--- src/rtl/uart_pkg.sv ---
// Shared types and constants for the memory-mapped UART transmitter.
package uart_pkg;

    typedef enum logic [2:0] {
        IDLE,
        START,
        DATA,
        PARITY,
        STOP
    } tx_state_t;

    localparam logic [1:0] UART_TXDATA = 2'd0;
    localparam logic [1:0] UART_STATUS = 2'd1;
    localparam logic [1:0] UART_BAUD   = 2'd2;

    localparam int ST_FULL  = 0;
    localparam int ST_EMPTY = 1;
    localparam int ST_BUSY  = 2;
    localparam int ST_OVF   = 3;

    localparam logic [3:0] UART_REGION = 4'h8;

endpackage

--- src/rtl/uart_tx_slave_if.sv ---
// Data-bus slice seen by the UART region responder.
interface uart_tx_slave_if;

    logic        sel;
    logic        wr;
    logic [3:0]  addr;
    logic [3:0]  mask;
    logic [31:0] data_wr;
    logic [31:0] data_rd;

    modport master (
        output sel, wr, addr, mask, data_wr,
        input  data_rd
    );

    modport slave (
        input  sel, wr, addr, mask, data_wr,
        output data_rd
    );

endinterface

--- src/rtl/uart_tx_fifo.sv ---
// Synchronous FIFO with a combinational head; push is ignored when full.
module uart_tx_fifo #(
    parameter int DEPTH = 8,
    parameter int WIDTH = 8
) (
    input  logic             clk,
    input  logic             rst_n,
    input  logic             push,
    input  logic             pop,
    input  logic [WIDTH-1:0] din,
    output logic [WIDTH-1:0] dout,
    output logic             full,
    output logic             empty
);

    localparam int AW = $clog2(DEPTH);

    logic [WIDTH-1:0] mem [DEPTH];
    logic [AW-1:0]    wr_ptr;
    logic [AW-1:0]    rd_ptr;
    logic [AW:0]      count;
    logic             do_push;
    logic             do_pop;

    assign full    = (count == (AW+1)'(DEPTH));
    assign empty   = (count == '0);
    assign do_push = push & ~full;
    assign do_pop  = pop & ~empty;
    assign dout    = mem[rd_ptr];

    always_ff @(posedge clk) begin
        if (do_push) mem[wr_ptr] <= din;
    end

    always_ff @(posedge clk) begin
        if (!rst_n) begin
            wr_ptr <= '0;
            rd_ptr <= '0;
            count  <= '0;
        end else begin
            if (do_push) wr_ptr <= wr_ptr + 1'b1;
            if (do_pop)  rd_ptr <= rd_ptr + 1'b1;
            count <= count + (AW+1)'(do_push) - (AW+1)'(do_pop);
        end
    end

endmodule

--- src/rtl/uart_tx_slave.sv ---
// Memory-mapped 8N1 UART transmitter with TX FIFO, status and baud registers.
// Define UART_TX_PARITY_EN to append an even-parity bit before the stop bit.
module uart_tx_slave
    import uart_pkg::*;
#(
    parameter int          FIFO_DEPTH   = 8,
    parameter logic [15:0] BAUD_DIV_RST = 16'd868
) (
    input  logic            clk,
    input  logic            rst_n,
    uart_tx_slave_if.slave  bus,
    output logic            tx,
    output logic            tx_busy
);

    tx_state_t   state, state_n;
    logic [7:0]  shift, shift_n;
    logic [2:0]  bit_idx, bit_n;
    logic [15:0] baud_cnt, cnt_n;
    logic [15:0] div_lat, div_n;
    logic [15:0] baud_div;
    logic        overflow;
    logic        bit_end;
    logic        pop;
    logic        ld;
    logic [7:0]  fifo_dout;
    logic        fifo_full;
    logic        fifo_empty;
    logic [1:0]  reg_a;
    logic        wr_en;
    logic        push_req;
    logic        ovf_clr;
    logic        baud_we;
    logic        unused_bus;
`ifdef UART_TX_PARITY_EN
    logic        par_q, par_n;
`endif

    assign reg_a    = bus.addr[3:2];
    assign wr_en    = bus.sel & bus.wr;
    assign push_req = wr_en & (reg_a == UART_TXDATA) & bus.mask[0];
    assign ovf_clr  = wr_en & (reg_a == UART_STATUS)
                    & bus.mask[0] & bus.data_wr[3];
    assign baud_we  = wr_en & (reg_a == UART_BAUD)
                    & (bus.mask[1:0] == 2'b11);
    assign unused_bus = ^{bus.addr[1:0], bus.mask[3:2],
                          bus.data_wr[31:16]};

    uart_tx_fifo #(
        .DEPTH (FIFO_DEPTH),
        .WIDTH (8)
    ) u_fifo (
        .clk   (clk),
        .rst_n (rst_n),
        .push  (push_req),
        .pop   (pop),
        .din   (bus.data_wr[7:0]),
        .dout  (fifo_dout),
        .full  (fifo_full),
        .empty (fifo_empty)
    );

    assign tx_busy = (state != IDLE) | ~fifo_empty;
    assign bit_end = (baud_cnt == div_lat - 16'd1);

    always_comb begin
        bus.data_rd = '0;
        if (bus.sel) begin
            case (reg_a)
                UART_STATUS: begin
                    bus.data_rd[ST_FULL]  = fifo_full;
                    bus.data_rd[ST_EMPTY] = fifo_empty;
                    bus.data_rd[ST_BUSY]  = tx_busy;
                    bus.data_rd[ST_OVF]   = overflow;
                end
                UART_BAUD: bus.data_rd[15:0] = baud_div;
                default:   bus.data_rd = '0;
            endcase
        end
    end

    always_comb begin
        state_n = state;
        shift_n = shift;
        bit_n   = bit_idx;
        cnt_n   = baud_cnt;
        div_n   = div_lat;
        pop     = 1'b0;
        ld      = 1'b0;
        tx      = 1'b1;
`ifdef UART_TX_PARITY_EN
        par_n   = par_q;
`endif
        if (state != IDLE) cnt_n = bit_end ? 16'd0 : baud_cnt + 16'd1;
        case (state)
            IDLE: begin
                if (!fifo_empty) ld = 1'b1;
            end
            START: begin
                tx = 1'b0;
                if (bit_end) begin
                    state_n = DATA;
                    bit_n   = 3'd0;
                end
            end
            DATA: begin
                tx = shift[0];
                if (bit_end) begin
                    shift_n = shift >> 1;
                    bit_n   = bit_idx + 3'd1;
`ifdef UART_TX_PARITY_EN
                    if (bit_idx == 3'd7) state_n = PARITY;
`else
                    if (bit_idx == 3'd7) state_n = STOP;
`endif
                end
            end
            PARITY: begin
`ifdef UART_TX_PARITY_EN
                tx = par_q;
                if (bit_end) state_n = STOP;
`else
                state_n = IDLE;
`endif
            end
            STOP: begin
                if (bit_end) begin
                    if (!fifo_empty) ld = 1'b1;
                    else             state_n = IDLE;
                end
            end
            default: state_n = IDLE;
        endcase
        // Shared frame load for IDLE and back-to-back from STOP
        if (ld) begin
            pop     = 1'b1;
            state_n = START;
            shift_n = fifo_dout;
            bit_n   = 3'd0;
            cnt_n   = 16'd0;
            div_n   = (baud_div == 16'd0) ? 16'd1 : baud_div;
`ifdef UART_TX_PARITY_EN
            par_n   = ^fifo_dout;
`endif
        end
    end

    always_ff @(posedge clk) begin
        if (!rst_n) begin
            state    <= IDLE;
            shift    <= '0;
            bit_idx  <= '0;
            baud_cnt <= '0;
            div_lat  <= 16'd1;
            baud_div <= BAUD_DIV_RST;
            overflow <= 1'b0;
`ifdef UART_TX_PARITY_EN
            par_q    <= 1'b0;
`endif
        end else begin
            state    <= state_n;
            shift    <= shift_n;
            bit_idx  <= bit_n;
            baud_cnt <= cnt_n;
            div_lat  <= div_n;
`ifdef UART_TX_PARITY_EN
            par_q    <= par_n;
`endif
            if (baud_we) baud_div <= bus.data_wr[15:0];
            if (push_req & fifo_full) overflow <= 1'b1;
            else if (ovf_clr)         overflow <= 1'b0;
        end
    end

endmodule

--- src/flat_wrapper.sv ---
// flat-port wrapper written by rule: the top's interface ports become plain ports
module uart_tx_slave_flat import uart_pkg::*;
#(
    parameter int          FIFO_DEPTH   = 8,
    parameter logic [15:0] BAUD_DIV_RST = 16'd868
)
  (clk, rst_n, tx, tx_busy, bus_sel, bus_wr, bus_addr, bus_mask, bus_data_wr, bus_data_rd);
  uart_tx_slave_if bus_i ();
  input  logic clk;
  input  logic rst_n;
  output logic tx;
  output logic tx_busy;
  input wire logic [$bits(bus_i.sel)-1:0] bus_sel;
  input wire logic [$bits(bus_i.wr)-1:0] bus_wr;
  input wire logic [$bits(bus_i.addr)-1:0] bus_addr;
  input wire logic [$bits(bus_i.mask)-1:0] bus_mask;
  input wire logic [$bits(bus_i.data_wr)-1:0] bus_data_wr;
  output wire logic [$bits(bus_i.data_rd)-1:0] bus_data_rd;
  assign bus_i.sel = bus_sel;
  assign bus_i.wr = bus_wr;
  assign bus_i.addr = bus_addr;
  assign bus_i.mask = bus_mask;
  assign bus_i.data_wr = bus_data_wr;
  assign bus_data_rd = bus_i.data_rd;
  uart_tx_slave #(.FIFO_DEPTH(FIFO_DEPTH), .BAUD_DIV_RST(BAUD_DIV_RST)) u_core (.clk(clk), .rst_n(rst_n), .bus(bus_i), .tx(tx), .tx_busy(tx_busy));
endmodule
--- config.mk ---
export PLATFORM = sky130hd
export DESIGN_NAME = uart_tx_slave_flat
export DESIGN_NICKNAME = d
export VERILOG_FILES = /design/src/rtl/uart_pkg.sv /design/src/rtl/uart_tx_slave_if.sv /design/src/rtl/uart_tx_fifo.sv /design/src/rtl/uart_tx_slave.sv /design/src/flat_wrapper.sv
export SDC_FILE = /design/constraint.sdc
export NUM_CORES = 1
export LEC_CHECK = 0
export ABC_AREA = 0
export CORE_MARGIN = 2
export CORE_UTILIZATION = 45
export DETAILED_ROUTE_END_ITERATION = 10
export PLACE_DENSITY = 0.73
export RECOVER_POWER = 25
export SYNTH_ARGS = -nofsm -noshare
export SYNTH_HDL_FRONTEND = slang
export SYNTH_SLANG_ARGS = --single-unit
--- constraint.sdc ---
create_clock -name clk -period 4.2 [get_ports clk]
set_input_delay 0.63 -clock clk [delete_from_list [all_inputs] [get_ports clk]]
set_output_delay 0.63 -clock clk [all_outputs]
set_load 0.005 [all_outputs]
# After elaboration in Yosys (flattened, before gate mapping)
# Memories as Yosys holds them, arrays and structs flattened. A register that Yosys moved wholly into a read port is not among the register bits.
# Index checks and enable logic that the tools add are counted.
[op_classes]
addsub = 7
n_eq_ne = 20
n_mux = 29
bitwise_logic = 16
reduce_logical = 14
[op_table]
columns = ["op", "n"]
rows = [
  ["16-bit two-way mux", 3],
  ["3-bit two-way mux", 9],
  ["8-bit two-way mux", 3],
  ["16-bit by 1-bit adder with 16-bit output (second input constant)", 1],
  ["16-bit equality test", 1],
  ["16-bit logical NOT", 1],
  ["16-bit by 1-bit subtractor with 16-bit output (second input constant)", 1],
  ["3-bit by 1-bit inequality test with 1-bit output (second input constant)", 5],
  ["12-bit two-way mux", 1],
  ["2-bit by 1-bit inequality test with 1-bit output (second input constant)", 6],
  ["3-bit case mux with 4 select lines", 1],
  ["6-bit AND reduction", 2],
  ["1-bit bitwise AND", 11],
  ["3-bit by 1-bit adder with 3-bit output (second input constant)", 3],
  ["1-bit two-way mux", 8],
  ["4-bit case mux with 2 select lines", 1],
  ["2-bit nonzero test", 4],
  ["3-bit equality test (second input constant)", 2],
  ["3-bit case mux with 2 select lines", 1],
  ["4-bit by 1-bit adder with 4-bit output", 1],
  ["2-bit equality test (second input constant)", 2],
  ["4-bit equality test (second input constant)", 1],
  ["4-bit logical NOT", 1],
  ["1-bit NOT", 4],
  ["12 further kinds", 13],
]
[totals]
register_bits = 73
ramBits = 64
input_bits = 44
word_cells = 98
n_memories = 1
[mem_list]
columns = ["memory", "words", "word_bits", "rd", "rd_ports_with_merged_regs", "write_ports", "line_no", "rtl"]
rows = [
  ["u_core.u_fifo.mem", 8, 8, 1, 1, 1, "uart_tx_fifo.sv:18", "logic [WIDTH-1:0] mem [DEPTH];"],
]

# Longest topological paths before layout
[logic_depth]
word_depth = 8
mapped_depth = 16
depth_no_buf = 15

# By module
# From an unflattened synthesis, not the netlist that was laid out.
[unflattened]
hier_cells = 626
hier_area_um2 = 6855.3
[modules_own_cells]
columns = ["mod", "n_inst", "cells_per_inst", "area_each_um2"]
rows = [
  ["uart_tx_slave", 1, 454, 3674.8],
  ["uart_tx_fifo", 1, 172, 3180.6],
]

# Least setup slack after synthesis
# OpenSTA, ideal clock, no wires.
[synth_path]
kind = "register to register"
startpoint = "register u_core.div_lat[2]"
endpoint = "register u_core.u_fifo.count[3]"
arrival_ns = 3.186
required_ns = 4.072
path_slack_ns = 0.886
path_stages_with_launch = 14
cell_sequence = "dfxtp_1 nor4_4 nand2_1 o31ai_1 nand4_1 or4_4 o21ai_4 buf_6 nand3_1 ha_1 a21o_1 a21oi_1 xnor2_1 nor2_1"
[synth_between]
elab_chain_cells = 7
[synth_lines]
columns = ["element", "line_no", "rtl"]
rows = [
  ["start, declared", "uart_tx_slave.sv:20", "logic [15:0] div_lat, div_n;"],
  ["start signal, assigned", "uart_tx_slave.sv:165", "div_lat <= div_n;"],
  ["16-bit by 1-bit subtractor with 16-bit output", "uart_tx_slave.sv:64", "assign bit_end = (baud_cnt == div_lat - 16'd1);"],
  ["16-bit equality test", "uart_tx_slave.sv:64", ""],
  ["1-bit two-way mux", "uart_tx_slave.sv:127", "if (bit_end) begin"],
  ["1-bit case mux with 2 select lines", "uart_tx_slave.sv:95", "case (state)"],
  ["1-bit two-way mux", "uart_tx_slave.sv:135", "if (ld) begin"],
  ["1-bit bitwise AND", "uart_tx_fifo.sv:28", "assign do_pop = pop & ~empty;"],
  ["4-bit by 1-bit subtractor with 4-bit output", "uart_tx_fifo.sv:43", "count <= count + (AW+1)'(do_push) - (AW+1)'(do_pop);"],
  ["end signal, assigned", "uart_tx_fifo.sv:43", ""],
  ["end, declared", "uart_tx_fifo.sv:21", "logic [AW:0] count;"],
]
# No other way between the ends.
# A chain may end at the register's enable or synchronous reset.

# Final worst setup path
# Same ends and word-level chain as after synthesis.

==> results.md <==
* Crit path max-delay family: simple AND/OR/NAND/NOR gates
* CP Depth at 12
* Clk slew on worst S/H paths at 0.06 ns
* # rows at 44
* Worst vdd ir at 320 uV
* Worst R2R Setup Slack at 0.75 ns
* Worst skew pair latency at 0.41 ns
* Filler Cells Inserted at 1239
* Vias per cell at 5.72
* Post-Synthesis Cells at 616
* Core ar. at 14500 sq um
* Switching Fraction at 33.3%
* Post-Synthesis Mean Instance Area at 10.9 sq um
* Area grow syn2layout at 16.2%
* CP cell instances: nor4_4 > nand2_1 > o31ai_1 > nand4_1 > or4_4 > o21ai_4 > nand3_1 > ha_1 > a21o_1 > a21oi_1 > xnor2_1 > nor2_1
* Min-Delay Path Class: flop to flop
* Max Transition Viols Final at 0
* Yosys warns at 0
* Kind of critical path: flop to flop
* Leakage at 0.00279 uW
* Synth top area share at 28.7%
* DRC errors left at 0
* Slowest CP cell: or4_4
* Crit path to: u_core.u_fifo.count[3]$_SDFF_PN0_
* Cell area after synthesis at 6700 sq um
* Combinational share of power at 28.9%
* Unrepaired setup endpoints after global routing: no
* Max clock buf depth at 2
* Initial DRC Count at 344
* Maxcap violations at 0
* Cts repair resizes at 0
* Top cells by area, synth: edfxtp_1 29%, dfxtp_1 23%, mux4_2 5.4%, a21oi_1 3.4%, xnor2_1 3.4%
* Largest net degree at the start of global routing at 38
* Internal power at 2940 uW
* Commonest cells in the netlist: 76 x dfxtp_1, 64 x edfxtp_1, 55 x nand2_1
* Power Total at 4410 uW
* CTS sink cnt at 140
* Crit path launch: u_core.div_lat[2]$_SDFFE_PN0N_
* Die W at 126 um
* Vias after detailed routing at 4880
* Hold_buf cts at 0
* FF-to-FF path depth at 12
* WL final at 14.5 mm
* Max incr delay on CP at 0.62 ns
* Cell chosen for the clock root: clkbuf_16
* Clk network pwr share at 32.1%
* Fin crit period at 3.45 ns
* Diode count at 0
* Slew @ Worst Pin at 1.06 ns
* Overflow after GRT at 0
* CTS tree: built
* FFs w/ async S/R, synth at 0%
* WP data arrival at 3.72 ns
* Drt wl/cell at 17.0 um
* Crit path max fanout at 7
* Seq pwr share at 39.1%
* # H-tree levels at 4
* Main synth FF type: dfxtp_1
* Distinct cells, synth at 61
* EDFF count, synth at 64
* Initial antenna violation count at 0
* Synth Register Bits at 140
* Hpwl dp at 10.1 mm
* Worst r2r dst: u_core.u_fifo.count[3]$_SDFF_PN0_
* Final nets at 716
* Sw power at 1470 uW
* Outcome: complete, no violations
* Power density cells at 567 nW/um^2
* Final setup TNS at 0 ns
* CP required at 4.47 ns
* First-pass GRT wire length at 24.6 mm
* Post-synthesis sequential area ratio at 51.4%
* Skew final at 0.00797 ns
* R2R Path Start: u_core.div_lat[2]$_SDFFE_PN0N_
* I/O pins at 78
* Area of the die at 15900 sq um
* Setup crit start kind: flop
* Detailed-router iteration count before antenna repair at 5
* Synth area leader: edfxtp_1
* Die Height at 126 um
* Gpl congestion at 0.879
* Number of global-route vias before repair at 4923
* Layout cells sized above 1 at 12.7%
* Endpoints failing setup at 0
* Final ANT Viol Nets at 0
* Most common cell in the synthesized netlist: dfxtp_1
* Total GRT Usage at 19.1%
* Period utilization at 82.1%
* Endpoints failing hold at 0
* Post-CTS Repair Setup Buffers at 0
* CP bufs+invs at 0
* Initial Utilization at 46.1%
* Setup crit end kind: flop
* Port buffer count at 41
* TritonCTS Buffers at 17
* Max-slew headroom at 28.9%
* Max Clk Rate at 0.290 GHz
## cell type report
type | instances | area [sq um] | area share [%]
tap | 184 | 230 | 2.96
inverter | 14 | 52.6 | 0.675
timing repair buffer | 54 | 508 | 6.53
clock buffer | 17 | 425 | 5.47
sequential | 140 | 3440 | 44.3
multi-input combinational | 430 | 2980 | 38.4
clock inverter | 14 | 136 | 1.75
## state kept, by name, indices dropped and copies added, names as in the netlist, named ones only
name                  cells
u_core.u_fifo.wr_ptr      3
u_core.overflow           1
u_core.baud_cnt          16
u_core.shift              8
u_core.div_lat           16
u_core.u_fifo.mem        64
u_core.bit_idx            3
u_core.u_fifo.rd_ptr      3
u_core.u_fifo.count       4
u_core.state              3
u_core.baud_div          16
## tightest hold or removal path, cell delays in order (launching register included)
cell     delay (ns)
dfxtp_1        0.30
nand2_1        0.07
mux2i_1        0.07
## layer usage
metal  up-vias  share of wire, %  GRT usage [%]
met5         -                 0              0
met1      2392                46           26.7
met2       184                47           30.1
met3        20               6.0           3.99
met4         0               1.2           6.08
li1       2284                 -              -
## per-stage QoR
step / utilization [%] / worst slack [ns] / std cells / hold slack, ns / cell area (sq um)
floorplan: - / 0.886 / 631 / 0.449 / 6750
global placement: 49.7 / 0.867 / 822 / 0.464 / 7220
detailed placement: 49.7 / 0.811 / 822 / 0.483 / 7220
CTS: 53.5 / 0.775 / 853 / 0.492 / 7780
global route: 53.5 / 0.479 / 853 / 0.517 / 7780
finish: 53.5 / 0.750 / 853 / 0.489 / 7780
## cells by family (layout without fill, tap and decap cells)
| kind of cell | count (synthesis) | count (layout) | share of synthesized area [%] |
|---|---|---|---|
| AND/OR/NAND/NOR | 220 | 220 | 17.4 |
| flip-flops | 140 | 140 | 51.4 |
| AO/OA/AOI/OAI | 105 | 105 | 9.83 |
| buffers and inverters | 61 | 99 | 4.93 |
| XOR/XNOR | 40 | 40 | 5.23 |
| multiplexers | 34 | 34 | 8.18 |
| adder cells (fa/ha/maj) | 15 | 15 | 2.91 |
| other | 1 | 16 | 0.0560 |
## cell usage in the layout, fill, tap and decap left out, types with 15 or more instances in the layout
cell type        count
a21oi_1             46
clkbuf_16           17
and3_1              18
clkdlybuf4s50_1     34
edfxtp_1            64
nor2_1              50
dfxtp_1             76
xnor2_1             26
conb_1              16
mux4_2              16
nor3_1              15
o21ai_0             23
nand2_1             55
nand3_1             38
## worst min path at each step
stage,from,end,slack [ns],cells after the start
2_1_floorplan,u_core.baud_div[0]$_SDFFE_PN0P_,u_core.baud_div[0]$_SDFFE_PN0P_,0.45,2
3_3_place_gp,u_core.u_fifo.rd_ptr[2]$_SDFFE_PN0P_,u_core.u_fifo.rd_ptr[2]$_SDFFE_PN0P_,0.46,2
3_5_place_dp,u_core.baud_div[13]$_SDFFE_PN0P_,u_core.baud_div[13]$_SDFFE_PN0P_,0.48,2
4_1_cts,u_core.div_lat[15]$_SDFFE_PN0N_,u_core.div_lat[15]$_SDFFE_PN0N_,0.49,2
5_1_grt,u_core.baud_div[13]$_SDFFE_PN0P_,u_core.div_lat[13]$_SDFFE_PN0N_,0.52,2
6_report,u_core.u_fifo.rd_ptr[2]$_SDFFE_PN0P_,u_core.u_fifo.rd_ptr[2]$_SDFFE_PN0P_,0.49,2
## power by group through the flow
| stage | Sequential [uW] | Clock (uW) | Combinational [uW] |
|---|---|---|---|
| floorplan | 1630 | 0 | 1080 |
| global placement | 1740 | 0 | 1210 |
| detailed placement | 1750 | 0 | 1250 |
| CTS | 1720 | 1430 | 1270 |
| global route | 1750 | 1490 | 1400 |
| finish | 1720 | 1410 | 1270 |
Power figures use the tool's default switching activity.
